===== config.mk =====
export PLATFORM = sky130hd
export DESIGN_NAME = cache_axil_line_master_flat
export DESIGN_NICKNAME = d
export VERILOG_FILES = /design/src/rtl/cache_axil_line_master_if.sv /design/src/rtl/cache_axil_line_master.sv /design/src/flat_wrapper.sv
export SDC_FILE = /design/constraint.sdc
export NUM_CORES = 1
export LEC_CHECK = 0
export ABC_AREA = 1
export BUFFER_PORTS_ARGS = -buffer_cell sky130_fd_sc_hd__buf_2
export CAP_MARGIN = 20
export CORE_MARGIN = 2
export CORE_UTILIZATION = 45
export CTS_BUF_LIST = sky130_fd_sc_hd__clkbuf_16
export DETAILED_ROUTE_END_ITERATION = 7
export PLACE_DENSITY = 0.68
export SLEW_MARGIN = 20
export SYNTH_ARGS = -nofsm -noshare
export SYNTH_HDL_FRONTEND = slang
export SYNTH_SLANG_ARGS = --single-unit

===== constraint.sdc =====
create_clock -name clk -period 5.06 [get_ports clk]
set_input_delay 0.253 -clock clk [delete_from_list [all_inputs] [get_ports clk]]
set_output_delay 0.253 -clock clk [all_outputs]
set_load 0.01 [all_outputs]

===== src/rtl/cache_axil_line_master_if.sv =====
// Line-request port plus AXI4-Lite master bus for cache_axil_line_master.
// master modport is the line master's view; slave is the memory/cache side.
interface cache_axil_line_master_if #(
  parameter int ADDR_WIDTH = 32,
  parameter int DATA_WIDTH = 32,
  parameter int LINE_BYTES = 16
);
  localparam int LW = LINE_BYTES * 8;
  localparam int SW = DATA_WIDTH / 8;

  logic                  mem_req_valid;
  logic                  mem_req_ready;
  logic                  mem_req_we;
  logic [ADDR_WIDTH-1:0] mem_req_addr;
  logic [LW-1:0]         mem_req_wline;
  logic                  mem_resp_valid;
  logic [LW-1:0]         mem_resp_rline;
  logic                  mem_resp_err;

  logic                  awvalid;
  logic                  awready;
  logic [ADDR_WIDTH-1:0] awaddr;
  logic                  wvalid;
  logic                  wready;
  logic [DATA_WIDTH-1:0] wdata;
  logic [SW-1:0]         wstrb;
  logic                  bvalid;
  logic                  bready;
  logic [1:0]            bresp;
  logic                  arvalid;
  logic                  arready;
  logic [ADDR_WIDTH-1:0] araddr;
  logic                  rvalid;
  logic                  rready;
  logic [DATA_WIDTH-1:0] rdata;
  logic [1:0]            rresp;

  modport master (
    input  mem_req_valid, mem_req_we,
    input  mem_req_addr, mem_req_wline,
    output mem_req_ready, mem_resp_valid,
    output mem_resp_rline, mem_resp_err,
    output awvalid, awaddr, wvalid, wdata, wstrb,
    output bready, arvalid, araddr, rready,
    input  awready, wready, bvalid, bresp,
    input  arready, rvalid, rdata, rresp
  );

  modport slave (
    output mem_req_valid, mem_req_we,
    output mem_req_addr, mem_req_wline,
    input  mem_req_ready, mem_resp_valid,
    input  mem_resp_rline, mem_resp_err,
    input  awvalid, awaddr, wvalid, wdata, wstrb,
    input  bready, arvalid, araddr, rready,
    output awready, wready, bvalid, bresp,
    output arready, rvalid, rdata, rresp
  );
endinterface


===== src/rtl/cache_axil_line_master.sv =====
// Splits one cache line request into single-word AXI4-Lite beats,
// one outstanding transaction at a time, and reassembles refills.
module cache_axil_line_master #(
  parameter int ADDR_WIDTH = 32,
  parameter int DATA_WIDTH = 32,
  parameter int LINE_BYTES = 16
) (
  input  logic clk,
  input  logic rst_n,
  cache_axil_line_master_if.master bus
);
  localparam int BPW = DATA_WIDTH / 8;
  localparam int W   = LINE_BYTES / BPW;
  localparam int IW  = (W > 1) ? $clog2(W) : 1;
  localparam int LW  = LINE_BYTES * 8;
  localparam int SH  = $clog2(BPW);

  typedef enum logic [2:0] {
    IDLE, RD_AR, RD_R, WR_AW_W, WR_B, RESP
  } state_e;

  state_e                state_q;
  logic [ADDR_WIDTH-1:0] base_q;
  logic [LW-1:0]         wline_q;
  logic [LW-1:0]         rline_q;
  logic [IW-1:0]         idx_q;
  logic                  err_q;
  logic                  req_ready_q;
  logic                  resp_valid_q;
  logic                  awvalid_q;
  logic                  wvalid_q;
  logic                  bready_q;
  logic                  arvalid_q;
  logic                  rready_q;
  logic                  aw_done_q;
  logic                  w_done_q;

  logic                  last;
  logic                  aw_done_d;
  logic                  w_done_d;
  logic [ADDR_WIDTH-1:0] beat_addr;
  logic                  unused_ok;

  assign last      = (idx_q == IW'(W - 1));
  assign aw_done_d = aw_done_q | (awvalid_q & bus.awready);
  assign w_done_d  = w_done_q | (wvalid_q & bus.wready);
  assign beat_addr = base_q + (ADDR_WIDTH'(idx_q) << SH);
  assign unused_ok = ^{bus.rresp[0], bus.bresp[0]};

  assign bus.mem_req_ready  = req_ready_q;
  assign bus.mem_resp_valid = resp_valid_q;
  assign bus.mem_resp_rline = rline_q;
  assign bus.mem_resp_err   = err_q;
  assign bus.awvalid        = awvalid_q;
  assign bus.awaddr         = beat_addr;
  assign bus.wvalid         = wvalid_q;
  assign bus.wdata          = wline_q[int'(idx_q)*DATA_WIDTH +: DATA_WIDTH];
  assign bus.wstrb          = '1;
  assign bus.bready         = bready_q;
  assign bus.arvalid        = arvalid_q;
  assign bus.araddr         = beat_addr;
  assign bus.rready         = rready_q;

  always_ff @(posedge clk or negedge rst_n) begin
    if (!rst_n) begin
      state_q      <= IDLE;
      base_q       <= '0;
      wline_q      <= '0;
      rline_q      <= '0;
      idx_q        <= '0;
      err_q        <= 1'b0;
      req_ready_q  <= 1'b1;
      resp_valid_q <= 1'b0;
      awvalid_q    <= 1'b0;
      wvalid_q     <= 1'b0;
      bready_q     <= 1'b0;
      arvalid_q    <= 1'b0;
      rready_q     <= 1'b0;
      aw_done_q    <= 1'b0;
      w_done_q     <= 1'b0;
    end else begin
      resp_valid_q <= 1'b0;
      case (state_q)
        IDLE: begin
          if (bus.mem_req_valid) begin
            base_q      <= bus.mem_req_addr
                         & ~ADDR_WIDTH'(LINE_BYTES - 1);
            wline_q     <= bus.mem_req_wline;
            rline_q     <= '0;
            idx_q       <= '0;
            err_q       <= 1'b0;
            req_ready_q <= 1'b0;
            if (bus.mem_req_we) begin
              awvalid_q <= 1'b1;
              wvalid_q  <= 1'b1;
              aw_done_q <= 1'b0;
              w_done_q  <= 1'b0;
              state_q   <= WR_AW_W;
            end else begin
              arvalid_q <= 1'b1;
              state_q   <= RD_AR;
            end
          end
        end
        RD_AR: begin
          if (bus.arready) begin
            arvalid_q <= 1'b0;
            rready_q  <= 1'b1;
            state_q   <= RD_R;
          end
        end
        RD_R: begin
          if (bus.rvalid) begin
            rline_q[int'(idx_q)*DATA_WIDTH +: DATA_WIDTH] <= bus.rdata;
            err_q    <= err_q | bus.rresp[1];
            rready_q <= 1'b0;
            if (last) begin
              resp_valid_q <= 1'b1;
              state_q      <= RESP;
            end else begin
              idx_q     <= idx_q + 1'b1;
              arvalid_q <= 1'b1;
              state_q   <= RD_AR;
            end
          end
        end
        WR_AW_W: begin
          // address and data channels complete independently
          if (bus.awready) awvalid_q <= 1'b0;
          if (bus.wready)  wvalid_q  <= 1'b0;
          aw_done_q <= aw_done_d;
          w_done_q  <= w_done_d;
          if (aw_done_d && w_done_d) begin
            bready_q <= 1'b1;
            state_q  <= WR_B;
          end
        end
        WR_B: begin
          if (bus.bvalid) begin
            bready_q <= 1'b0;
            err_q    <= err_q | bus.bresp[1];
            if (last) begin
              resp_valid_q <= 1'b1;
              state_q      <= RESP;
            end else begin
              idx_q     <= idx_q + 1'b1;
              awvalid_q <= 1'b1;
              wvalid_q  <= 1'b1;
              aw_done_q <= 1'b0;
              w_done_q  <= 1'b0;
              state_q   <= WR_AW_W;
            end
          end
        end
        RESP: begin
          req_ready_q <= 1'b1;
          state_q     <= IDLE;
        end
        default: state_q <= IDLE;
      endcase
    end
  end
endmodule

===== src/flat_wrapper.sv =====
// flat-port wrapper written by rule: the top's interface ports become plain ports
module cache_axil_line_master_flat 
#(
  parameter int ADDR_WIDTH = 32,
  parameter int DATA_WIDTH = 32,
  parameter int LINE_BYTES = 16
)
  (clk, rst_n, bus_mem_req_valid, bus_mem_req_we, bus_mem_req_addr, bus_mem_req_wline, bus_mem_req_ready, bus_mem_resp_valid, bus_mem_resp_rline, bus_mem_resp_err, bus_awvalid, bus_awaddr, bus_wvalid, bus_wdata, bus_wstrb, bus_bready, bus_arvalid, bus_araddr, bus_rready, bus_awready, bus_wready, bus_bvalid, bus_bresp, bus_arready, bus_rvalid, bus_rdata, bus_rresp);
  cache_axil_line_master_if #(.ADDR_WIDTH(ADDR_WIDTH), .DATA_WIDTH(DATA_WIDTH), .LINE_BYTES(LINE_BYTES)) bus_i ();
  input  logic clk;
  input  logic rst_n;
  input wire logic [$bits(bus_i.mem_req_valid)-1:0] bus_mem_req_valid;
  input wire logic [$bits(bus_i.mem_req_we)-1:0] bus_mem_req_we;
  input wire logic [$bits(bus_i.mem_req_addr)-1:0] bus_mem_req_addr;
  input wire logic [$bits(bus_i.mem_req_wline)-1:0] bus_mem_req_wline;
  output wire logic [$bits(bus_i.mem_req_ready)-1:0] bus_mem_req_ready;
  output wire logic [$bits(bus_i.mem_resp_valid)-1:0] bus_mem_resp_valid;
  output wire logic [$bits(bus_i.mem_resp_rline)-1:0] bus_mem_resp_rline;
  output wire logic [$bits(bus_i.mem_resp_err)-1:0] bus_mem_resp_err;
  output wire logic [$bits(bus_i.awvalid)-1:0] bus_awvalid;
  output wire logic [$bits(bus_i.awaddr)-1:0] bus_awaddr;
  output wire logic [$bits(bus_i.wvalid)-1:0] bus_wvalid;
  output wire logic [$bits(bus_i.wdata)-1:0] bus_wdata;
  output wire logic [$bits(bus_i.wstrb)-1:0] bus_wstrb;
  output wire logic [$bits(bus_i.bready)-1:0] bus_bready;
  output wire logic [$bits(bus_i.arvalid)-1:0] bus_arvalid;
  output wire logic [$bits(bus_i.araddr)-1:0] bus_araddr;
  output wire logic [$bits(bus_i.rready)-1:0] bus_rready;
  input wire logic [$bits(bus_i.awready)-1:0] bus_awready;
  input wire logic [$bits(bus_i.wready)-1:0] bus_wready;
  input wire logic [$bits(bus_i.bvalid)-1:0] bus_bvalid;
  input wire logic [$bits(bus_i.bresp)-1:0] bus_bresp;
  input wire logic [$bits(bus_i.arready)-1:0] bus_arready;
  input wire logic [$bits(bus_i.rvalid)-1:0] bus_rvalid;
  input wire logic [$bits(bus_i.rdata)-1:0] bus_rdata;
  input wire logic [$bits(bus_i.rresp)-1:0] bus_rresp;
  assign bus_i.mem_req_valid = bus_mem_req_valid;
  assign bus_i.mem_req_we = bus_mem_req_we;
  assign bus_i.mem_req_addr = bus_mem_req_addr;
  assign bus_i.mem_req_wline = bus_mem_req_wline;
  assign bus_mem_req_ready = bus_i.mem_req_ready;
  assign bus_mem_resp_valid = bus_i.mem_resp_valid;
  assign bus_mem_resp_rline = bus_i.mem_resp_rline;
  assign bus_mem_resp_err = bus_i.mem_resp_err;
  assign bus_awvalid = bus_i.awvalid;
  assign bus_awaddr = bus_i.awaddr;
  assign bus_wvalid = bus_i.wvalid;
  assign bus_wdata = bus_i.wdata;
  assign bus_wstrb = bus_i.wstrb;
  assign bus_bready = bus_i.bready;
  assign bus_arvalid = bus_i.arvalid;
  assign bus_araddr = bus_i.araddr;
  assign bus_rready = bus_i.rready;
  assign bus_i.awready = bus_awready;
  assign bus_i.wready = bus_wready;
  assign bus_i.bvalid = bus_bvalid;
  assign bus_i.bresp = bus_bresp;
  assign bus_i.arready = bus_arready;
  assign bus_i.rvalid = bus_rvalid;
  assign bus_i.rdata = bus_rdata;
  assign bus_i.rresp = bus_rresp;
  cache_axil_line_master #(.ADDR_WIDTH(ADDR_WIDTH), .DATA_WIDTH(DATA_WIDTH), .LINE_BYTES(LINE_BYTES)) u_core (.clk(clk), .rst_n(rst_n), .bus(bus_i));
endmodule

# ---- After elaboration in Yosys (flattened, before gate mapping)
# Index checks and enable logic that the tools add are counted.
# W data, S select, Z words.
dict set report word_totals {
  n_memories 0
  ram_bits 0
  out_inout_bits 236
  latch_bits 0
  rom_bits 0
  elab_cells 116
  regBits 299
}
dict set report op_classes {
  n_lt_le_gt_ge 0
  div 0
  bitwise 6
  shifts 3
  reduce_logical 20
  eq_ne 17
  add_sub_neg 3
  n_mul 0
  muxes 52
}
# cell n
set op_table {}
lappend op_table {{$mux W128} 2}
lappend op_table {{$pmux W128 S2} 1}
lappend op_table {{$bwmux W128} 1}
lappend op_table {{$shift A32 B33 Y128 const A} 1}
lappend op_table {{$shiftx A128 B8 Y32} 1}
lappend op_table {{$shiftx A32 B33 Y128} 1}
lappend op_table {{$neg A7 Y33} 1}
lappend op_table {{$add A32 B4 Y32} 1}
lappend op_table {{$mux W1} 24}
lappend op_table {{$mux W3} 7}
lappend op_table {{$ne A2 B2 Y1 const B} 10}
lappend op_table {{$pmux W1 S3} 6}
lappend op_table {{$reduce_and A6 Y1} 3}
lappend op_table {{$pmux W3 S5} 1}
lappend op_table {{$mux W2} 5}
lappend op_table {{$reduce_and A5 Y1} 2}
lappend op_table {{$reduce_and A3 Y1} 3}
lappend op_table {{$reduce_bool A3 Y1} 3}
lappend op_table {{$pmux W1 S2} 4}
lappend op_table {{$reduce_bool A2 Y1} 4}
lappend op_table {{$eq A3 B2 Y1 const B} 2}
lappend op_table {{$eq A3 B3 Y1 const B} 2}
lappend op_table {{$pmux W2 S3} 1}
lappend op_table {{$or A1 B1 Y1} 4}
lappend op_table {{other kinds (9)} 11}

# ---- Logic depth before layout (Yosys ltp)
dict set report depth {
  ltp_word 5
  ltp_mapped 11
}

# ---- Worst setup path before layout
# No wires, ideal clock.
dict set report synth_path {
  path_kind {reg-to-reg}
  start {reg u_core.idx_q[0]}
  end {reg u_core.rline_q[86], in the netlist u_core.bus.mem_resp_rline[86]}
  required_ps 4994
  synth_period_minus_slack_ps 2383
  path_stages_with_launch 12
  slack_ps 2677
  arrival_time_ps 2317
  setup_time_ps 66
  cell_sequence {dfrtp_1 inv_2 clkbuf_1 clkbuf_1 ha_1 inv_1 nor2_1 clkbuf_1 nand3_1 nor2_1 nand3_1 nand2_1}
}
dict set report synth_via {
  elab_chain_len 5
  elab_cells_between_ends 6
  classes_between {1 x add/sub; 2 x shift; 3 x mux}
}
# element line_no
set synth_lines {}
lappend synth_lines {{from (decl)} cache_axil_line_master.sv:26} ;# logic [IW-1:0] idx_q;
lappend synth_lines {{from (signal assigned)} cache_axil_line_master.sv:121} ;# idx_q <= idx_q + 1'b1;
lappend synth_lines {{from (signal assigned)} cache_axil_line_master.sv:146} ;# idx_q <= idx_q + 1'b1;
lappend synth_lines {{$neg A7 Y33 (*)} cache_axil_line_master.sv:114} ;# rline_q[int'(idx_q)*DATA_WIDTH +: DATA_WIDTH] <= bus.rdata;
lappend synth_lines {{$shiftx A32 B33 Y128 or $shift A32 B33 Y128 (tied branches)} cache_axil_line_master.sv:114}
lappend synth_lines {{$bwmux W128 (*)} cache_axil_line_master.sv:114}
lappend synth_lines {{$mux W128 (*)} cache_axil_line_master.sv:113} ;# if (bus.rvalid) begin
lappend synth_lines {{$pmux W128 S2 (*)} cache_axil_line_master.sv:83} ;# case (state_q)
lappend synth_lines {{to (signal, indexed assignment)} cache_axil_line_master.sv:114}
lappend synth_lines {{to (decl)} cache_axil_line_master.sv:25} ;# logic [LW-1:0] rline_q;
# Mark *: on every way between the ends. The rest lies on a longest branch, timed or not. The select of a mux whose other input is x is not followed.
# A chain may end at the register's enable or synchronous reset.

# ---- Worst setup path in the final report
dict set report layout_path {
  start {reg u_core.idx_q[0]}
  end {out bus_wdata[0]}
}
dict set report layout_via {
  elab_chain_len 1
}
# element line_no
set layout_lines {}
lappend layout_lines {{$shiftx A128 B8 Y32} cache_axil_line_master.sv:57} ;# assign bus.wdata = wline_q[int'(idx_q)*DATA_WIDTH +: DATA_WIDTH];
lappend layout_lines {{to (decl)} flat_wrapper.sv:23} ;# output wire logic [$bits(bus_i.wdata)-1:0] bus_wdata;
# Every way passes these cells.

==> impl_metrics.yaml <==
critical_path:
  r2r_start: "u_core.idx_q[0]"
  slowest_delay_ns: 0.90
  start_kind: "flop"
  worst-path-max-fanout: 96
  worstRegToRegCells: 6
  crit_chain: "clkinv_2 -> buf_4 -> o21ai_0 -> a21oi_1 -> a21oi_1 -> buf_2"
  r2r_slack_ns: 1.95
  cp-startpoint: "u_core.idx_q[0]"
  cpMaxStageDelayCell: "dfrtp_2"
  rr_endpoint: "u_core.bus.mem_resp_rline[14]"
  cpMostUsedCell: "a21oi_1"
  path_delay_family: "buffers and inverters"
  worstSetupPathType: "reg -> out"
  cp.buffers_inverters: 3
  cp.arrival_ns: 3.13
  cp-end-kind: "primary output"
  required_ns: 4.81
cells_and_area:
  n_fill_cell: 2697
  finalNetCount: 2514
  drive_gt1_share_pct: 21.8
  seq_area_mm2: 0.00748
  multi_input_area_mm2: 0.00530
  area_growth_pct: 32.2
  layout.cells.non_filler: 2729
timing:
  hold_viol: 0
  setup_viol: 0
  slew_violations: 0
  min_period_over_period_pct: 66.8
  fin_crit_ns: 3.38
  fmax_mhz: 296
  hold_slack_ns: 0.0388
  grt_setup_unrepaired: "false"
  setup_tns_ns: 0
  worst_slew_pin_slew_ns: 1.01
  fin_ws_ns: 1.68
  slew_headroom_pct: 32.5
  skew_ns: 0.00932
floorplan:
  start_util_pct: 45.5
  core-area_mm2: 0.0314
  die_height_um: 182
  chipWidth_um: 182
  rows: 65
  ios: 441
  dieArea_mm2: 0.0331
placement:
  place_ws_ns: 1.68
  numPortBuffers: 426
  dp_hpwl_mm: 30.1
  placedCellCount: 2516
  gp_congestion: 0.873
pwr:
  power_mw: 10.3
  powerDensity_mw_per_mm2: 545
  vdd_drop_max_v: 0.000375
  leakagePower_nw: 10.0
clock_tree:
  clk_path_buf_depth: 3
  clock_sinks: 299
  clkTransAtPathRegs_ns: 0.06
  cts_tree: "done"
  cts_root_buffer: "clkbuf_16"
  insertion_delay_ns: 0.51
  cts_resized: 0
  post-cts-setup-buffers: 0
  htree_levels: 2
  cts_made_buffers: 34
yosys:
  synth_area_mm2: 0.0143
  yosysWarnings: 0
  synthDistinctLibCells: 27
  yosysMostFrequentCell: "nand2_1"
  yosysTopAreaCell: "dfrtp_1"
  synth_flop_cell: "dfrtp_1"
  ys_seq_area_share_pct: 52.4
  synth_top_cell_area_share_pct: 52.3
  syn_inst: 1830
  synthTopCellsByArea: "dfrtp_1, nand2_1, o21ai_0"
  synth-edff-count: 0
  synth_commonest_cells: "nand2_1, dfrtp_1, o21ai_0"
  yosys_register_bits: 299
  synthArstFlopShare_pct: 100
  avgSynthCellArea_um2: 7.80
detailed_routing:
  routed_wl_mm: 47.0
  firstDrtPassIters: 5
  via_per_inst: 5.16
  initialDrtViolationCount: 918
  routedWlPerCell_um: 17.2
  ant_nets: 0
  drc_errors: 0
  vias: 14100
grt:
  grtUsageTotal_pct: 27.9
  grt_pass1_vias: 13700
  grt_max_degree: 163
  antenna_found_initial: 2
  grt_overflow: 0
  grt_pass1_wl_mm: 73.8
worst_hold_path:
  hold_path_end: "u_core.wline_q[116]"
  hold_path.class: "in -> reg"
  hp-start: "bus_mem_req_wline[116]"
  holdPathStages: 3
run_status:
  outcome: "finished clean"
flow_run:
  cap_violations: 0
-- final cells by class --
type | count | area share, %
sequential | 299 | 39.7
multi-input combinational | 1192 | 28.1
timing repair buffer | 597 | 20.3
clock buffer | 37 | 4.91
inverter | 180 | 3.59
tap | 402 | 2.67
clock inverter | 20 | 0.716
antenna | 2 | 0.0265
-- how the worst max path moves through the flow --
stage	to	slack [ns]	depth (start not counted)
after floorplan	u_core.bus.mem_resp_rline[86]	2.68	11
after global placement	u_core.bus.mem_resp_rline[29]	1.74	6
after detailed placement	u_core.bus.mem_resp_rline[7]	1.68	6
after CTS	bus_wdata[0]	1.63	6
after global routing	bus_wdata[0]	1.48	6
final	bus_wdata[0]	1.68	6
-- worst min-delay path, stage by stage --
cell,delay (ns)
buf_2,0.08
nand2_1,0.09
o21ai_0,0.08
-- cells in the final DEF, fill, tap and decap left out, types with 2 or more instances in the layout --
| cell | instances |
|---|---|
| nor2_2 | 3 |
| inv_1 | 185 |
| clkinv_1 | 7 |
| o21ai_0 | 211 |
| ha_1 | 4 |
| nand3_1 | 177 |
| buf_2 | 425 |
| conb_1 | 8 |
| bufinv_16 | 2 |
| nor2_1 | 63 |
| nand2_1 | 548 |
| nor2_4 | 2 |
| clkinv_2 | 4 |
| buf_4 | 15 |
| clkbuf_16 | 37 |
| diode_2 | 2 |
| nand2_2 | 5 |
| buf_12 | 2 |
| a21oi_1 | 98 |
| dfrtp_1 | 297 |
| nand3_2 | 3 |
| dlygate4sd3_1 | 154 |
| o21ai_1 | 3 |
| nor3_1 | 56 |
| or2_2 | 2 |
| nand3b_1 | 4 |
-- routing by layer --
metal / track usage (%) / vias up / part of all wire, %
met3: 5.29 / 120 / 7.5
li1: - / 6715 / -
met5: 0 / - / 0
met4: 12.6 / 0 / 4.8
met2: 46.4 / 612 / 47
met1: 35.4 / 6631 / 41
-- logic make-up (layout without fill, tap and decap cells) --
family / count (synthesis) / after routing / synth area share (%)
other: 2 / 10 / 0.0526
adder cells (fa/ha/maj): 5 / 5 / 0.438
AND/OR/NAND/NOR: 867 / 867 / 25.4
flip-flops: 299 / 299 / 52.4
buffers and inverters: 345 / 834 / 10.7
AO/OA/AOI/OAI: 312 / 312 / 10.9
-- per-stage QoR --
stage / area (um2) / util [%]
final: 18900 / 60.1
after global routing: 18900 / 60.1
after CTS: 18900 / 60.1
after detailed placement: 16300 / 51.8
after global placement: 16300 / 51.8
after floorplan: 14300 / -
-- sequential cells by signal, indices dropped and copies added, names as in the netlist, 2 cells and up --
name and flops:
u_core.wline_q 128, u_core.idx_q 2, u_core.base_q 28, u_core.state_q 3, u_core.bus.mem_resp_rline 128
-- where the power goes --
group | switching, mW | internal, mW
clock | 0.987 | 1.41
sequential | 0.512 | 3.16
combinational | 2.90 | 1.33
total | 4.40 | 5.89
-- what timing repair did --
| action | CTS | global route |
|---|---|---|
| hold buffers | 154 | 0 |
| setup endpoints to repair | 0 | 0 |
| hold endpoints to repair | 245 | 0 |
Power figures use the tool's default switching activity.
